`src/rtl/mod_counter_n.sv`:
```
// Modulo-N up/down counter with clamped parallel load and cascadable RCO.
// Optional capture register enabled by MOD_COUNTER_CAPTURE_EN.
module mod_counter_n #(
  parameter int     WIDTH   = 4,
  parameter longint MODULUS = 16
) (
  input  logic             CLK,
  input  logic             CLR,
  input  logic [WIDTH-1:0] D,
  input  logic             LOAD_n,
  input  logic             ENP,
  input  logic             ENT,
  input  logic             UP,
`ifdef MOD_COUNTER_CAPTURE_EN
  input  logic             CAP,
  output logic [WIDTH-1:0] CAPQ,
`endif
  output logic [WIDTH-1:0] Q,
  output logic             RCO
);

  localparam logic [WIDTH-1:0] L_MAX = WIDTH'(MODULUS - 1);
  localparam logic [WIDTH:0]   L_MOD = (WIDTH+1)'(MODULUS);

  logic [WIDTH-1:0] r_q;
  logic [WIDTH-1:0] w_load;
  logic [WIDTH-1:0] w_inc;
  logic [WIDTH-1:0] w_dec;
  logic             w_at_max;
  logic             w_at_zero;

  assign w_at_max  = (r_q == L_MAX);
  assign w_at_zero = (r_q == '0);

  // Out-of-range loads saturate so Q never leaves 0..MODULUS-1
  assign w_load = ({1'b0, D} < L_MOD) ? D : L_MAX;
  assign w_inc  = w_at_max  ? '0    : r_q + 1'b1;
  assign w_dec  = w_at_zero ? L_MAX : r_q - 1'b1;

  always_ff @(posedge CLK) begin
    if (CLR)
      r_q <= '0;
    else if (!LOAD_n)
      r_q <= w_load;
    else if (ENP && ENT)
      r_q <= UP ? w_inc : w_dec;
  end

  assign Q   = r_q;
  assign RCO = ENT & (UP ? w_at_max : w_at_zero);

`ifdef MOD_COUNTER_CAPTURE_EN
  logic [WIDTH-1:0] r_capq;

  // Captures the pre-edge count, before any load or count takes effect
  always_ff @(posedge CLK) begin
    if (CLR)
      r_capq <= '0;
    else if (CAP)
      r_capq <= r_q;
  end

  assign CAPQ = r_capq;
`endif

endmodule

```
`config.mk`:
```
export PLATFORM = sky130hd
export DESIGN_NAME = mod_counter_n
export DESIGN_NICKNAME = d
export VERILOG_FILES = /design/src/rtl/mod_counter_n.sv
export SDC_FILE = /design/constraint.sdc
export NUM_CORES = 1
export LEC_CHECK = 0
export CORE_AREA = 5 5 42 44
export DETAILED_ROUTE_END_ITERATION = 8
export DIE_AREA = 0 0 47 49
export MAX_ROUTING_LAYER = met4
export PLACE_DENSITY = 0.64
export SLEW_MARGIN = 0
export SYNTH_ARGS = -nofsm -noshare
export SYNTH_HDL_FRONTEND = slang
export SYNTH_SLANG_ARGS = --single-unit
export TNS_END_PERCENT = 10
```
`constraint.sdc`:
```
create_clock -name CLK -period 1.6 [get_ports CLK]
set_clock_uncertainty 0.05 [all_clocks]
set_input_delay 0.24 -clock CLK [delete_from_list [all_inputs] [get_ports CLK]]
set_output_delay 0.24 -clock CLK [all_outputs]
set_load 0.01 [all_outputs]
```
==> results.py <==
metrics = {
    "run_status": {
        "outcome": "complete, no violations",
    },
    "floorplanning": {
        "fp.dieH_um": 49,
        "io_pins": 15,
        "dieArea_um2": 2303,
        "coreArea_um2": 1401,
        "fp.dieW_um": 47,
        "rows": 14,
        "initial_utilization_pct": 23.04,
    },
    "timing": {
        "hold_ws_ns": 0.5407,
        "drv_slew": 0,
        "rsz0062_at_grt": "true",
        "worst_slew_pin_slew_ns": 0.2188,
        "setup_slack_ns": 0.04336,
        "setup_viol": 0,
        "hold_viol": 0,
        "finalCritPeriodShare_pct": 97.29,
        "fmax_mhz": 642.4,
        "maxSlewHeadroom_pct": 85.38,
        "period_minus_slack_ns": 1.557,
    },
    "yosys": {
        "syn_area_per_cell_um2": 7.507,
        "synthArstFlopShare_pct": 0,
        "synth_edf_count": 0,
        "synthMuxAreaShare_pct": 0,
        "synthesis.nets": 55,
        "synth_compound_gate_area_share_pct": 29.07,
        "synthFlopType": "dfxtp_1",
        "ys_ff_latch": 4,
        "synthAdderAreaFrac_pct": 7.752,
        "synth_top_area_share_pct": 24.81,
        "yosys-top-cells-count": "7 x nor2_1, 4 x a211oi_1, 4 x dfxtp_1",
        "synth-simple-area-share_pct": 21.71,
        "synth_top_family_by_area": "compound AO/OA/AOI/OAI gates",
        "synth_cells": 43,
        "synth.most_common_cell": "nor2_1",
        "seq_area_frac_synth_pct": 24.81,
        "yosys.area.top_type": "dfxtp_1",
        "synth_area_leaders": "dfxtp_1 25%, a211oi_1 9.3%, nor2_1 8.1%, ha_1 7.8%, xnor2_1 5.4%",
        "synth_area_um2": 322.8,
        "synthXorXnorAreaFrac_pct": 8.140,
        "synth.distinct_cells": 22,
        "yosys_warnings": 0,
    },
    "critical_path": {
        "start_kind": "flop",
        "cp.required_ns": 1.31,
        "r2r-start": "Q[2]",
        "startpoint": "Q[0]",
        "worstPathMaxFanout": 4,
        "cp.arrival_ns": 1.27,
        "worst_r2r_path_depth": 4,
        "critical_path_class": "flop to output pin",
        "cp-end-kind": "output pin",
    },
    "clocking": {
        "clk_path_buf_depth": 2,
        "clk_latency_ns": 0.23,
        "cts.clk_slew.worst_paths_ns": 0.03,
        "h-tree-depth": 1,
        "cts_sinks": 4,
        "cts.root.buffer_cell": "clkbuf_4",
        "cts_buffers": 3,
        "hold_buffers": 0,
        "cts_tree": "built",
    },
    "finish": {
        "design_area_um2": 655.6,
        "drive_above_1_share_pct": 41.10,
        "layout.area.seq_um2": 88.84,
        "largest_reg_flops": 4,
        "fillCellCount": 137,
        "nets": 87,
        "num_antenna_cells": 0,
        "multi_input_area_um2": 261.5,
        "area_growth_pct": 103.1,
    },
    "power_and_ir_drop": {
        "vdd_ir_drop_max_v": 0.0004656,
        "p_per_area_nw_per_um2": 619.6,
        "p_leak_uw": 0.0002873,
    },
    "global_routing": {
        "grt_max_degree": 7,
        "grt_pass1_vias": 432,
        "grt_pass1_wl_mm": 1.607,
        "globalRouteOverflowTotal": 0,
        "grt_antenna_before_repair": 0,
        "grt_usage_pct": 9.661,
    },
    "routing": {
        "drt-initial-drc-count": 6,
        "drt-total-wl_um": 979,
        "vias": 419,
        "wl_per_cell_um": 11.00,
        "vias_per_cell": 4.708,
        "first_pass_iters": 3,
        "drc_errors": 0,
        "antenna_left": 0,
    },
    "worst_hold_path": {
        "hold_class": "input pin to flop",
        "whs_path_depth": 3,
        "holdCritStartpoint": "D[0]",
    },
    "place": {
        "gp_congestion": 0.7133,
        "portBuffers": 14,
        "post-place-ws_ns": -0.4133,
        "place_hpwl_um": 764.8,
        "dpl_cell_area_um2": 564.3,
    },
    "run": {
        "max_cap_viol_count": 0,
    },
}
-- routing by layer --
layer	GRT usage (%)	part of all wire (%)	up-vias
li1	-	-	212
met4	3.687	1.2	0
met5	-	0	-
met3	3.690	8.2	2
met1	10.28	41	190
met2	15.61	49	15
-- critical path: stages (launching register included) --
cell and delay, ns:
dfxtp_4 0.36, inv_4 0.07, ha_4 0.14, nand2b_4 0.06, o31ai_4 0.15, and2_1 0.14
buf_2 0.12
-- layout by cell type (no fill, tap or decap) --
cell type	n
a211oi_1	4
a21o_1	1
a21oi_1	3
a21oi_2	1
a31o_2	1
a31oi_1	1
and2_1	1
buf_2	1
buf_4	15
clkbuf_4	3
clkdlybuf4s50_1	11
dfxtp_1	1
dfxtp_2	1
dfxtp_4	2
dlygate4sd2_1	1
dlymetal6s2s_1	1
ha_4	2
inv_1	1
inv_2	1
inv_4	1
nand2_1	2
nand2b_4	1
nand3_1	2
nand4_1	1
nor2_1	7
o21ai_0	2
o31ai_4	1
or4_1	1
xnor2_1	2
xor2_1	1
-- metrics by stage --
step / total power, uW / util [%] / cells / TNS [ns]
6_report: 406.2 / 46.79 / 89 / 0
5_1_grt: 441.7 / 46.79 / 89 / -0.02189
4_1_cts: 406.8 / 44.29 / 88 / -0.02361
3_5_place_dp: 263.3 / 40.27 / 84 / -0.4182
3_3_place_gp: 260.7 / 40.27 / 84 / -0.3951
2_1_floorplan: 179.8 / - / 43 / 0
-- power breakdown --
part           switching (uW)  internal, uW  leakage, uW  total (uW)
Sequential               15.6           109    0.0000348         125
Combinational            60.5          98.1     0.000239         159
Clock                    39.1          83.7    0.0000138         123
-- layout make-up --
class,instances,area share (%)
tap,16,3.053
timing repair buffer,29,37.98
multi-input combinational,34,39.89
sequential,4,13.55
clock buffer,3,3.435
inverter,3,2.099
-- kinds of logic after synthesis --
group | after synthesis
XOR/XNOR | 3
flip-flops | 4
adder cells (fa/ha/maj) | 2
AO/OA/AOI/OAI | 14
AND/OR/NAND/NOR | 15
buffers and inverters | 5
-- path summary, 6_finish.rpt --
path	to	slack [ns]
setup reg to reg	Q[3]	0.19
hold / removal	Q[0]	0.54
setup / recovery	RCO	0.04
hold reg to reg	Q[1]	0.58
-- repair_timing --
action	4_1_cts	5_1_grt
setup endpoints to repair	1	1
buffers inserted	1	1
pin swaps	3	5
gates resized for setup	15	6
(Power assumes the default switching activity.)
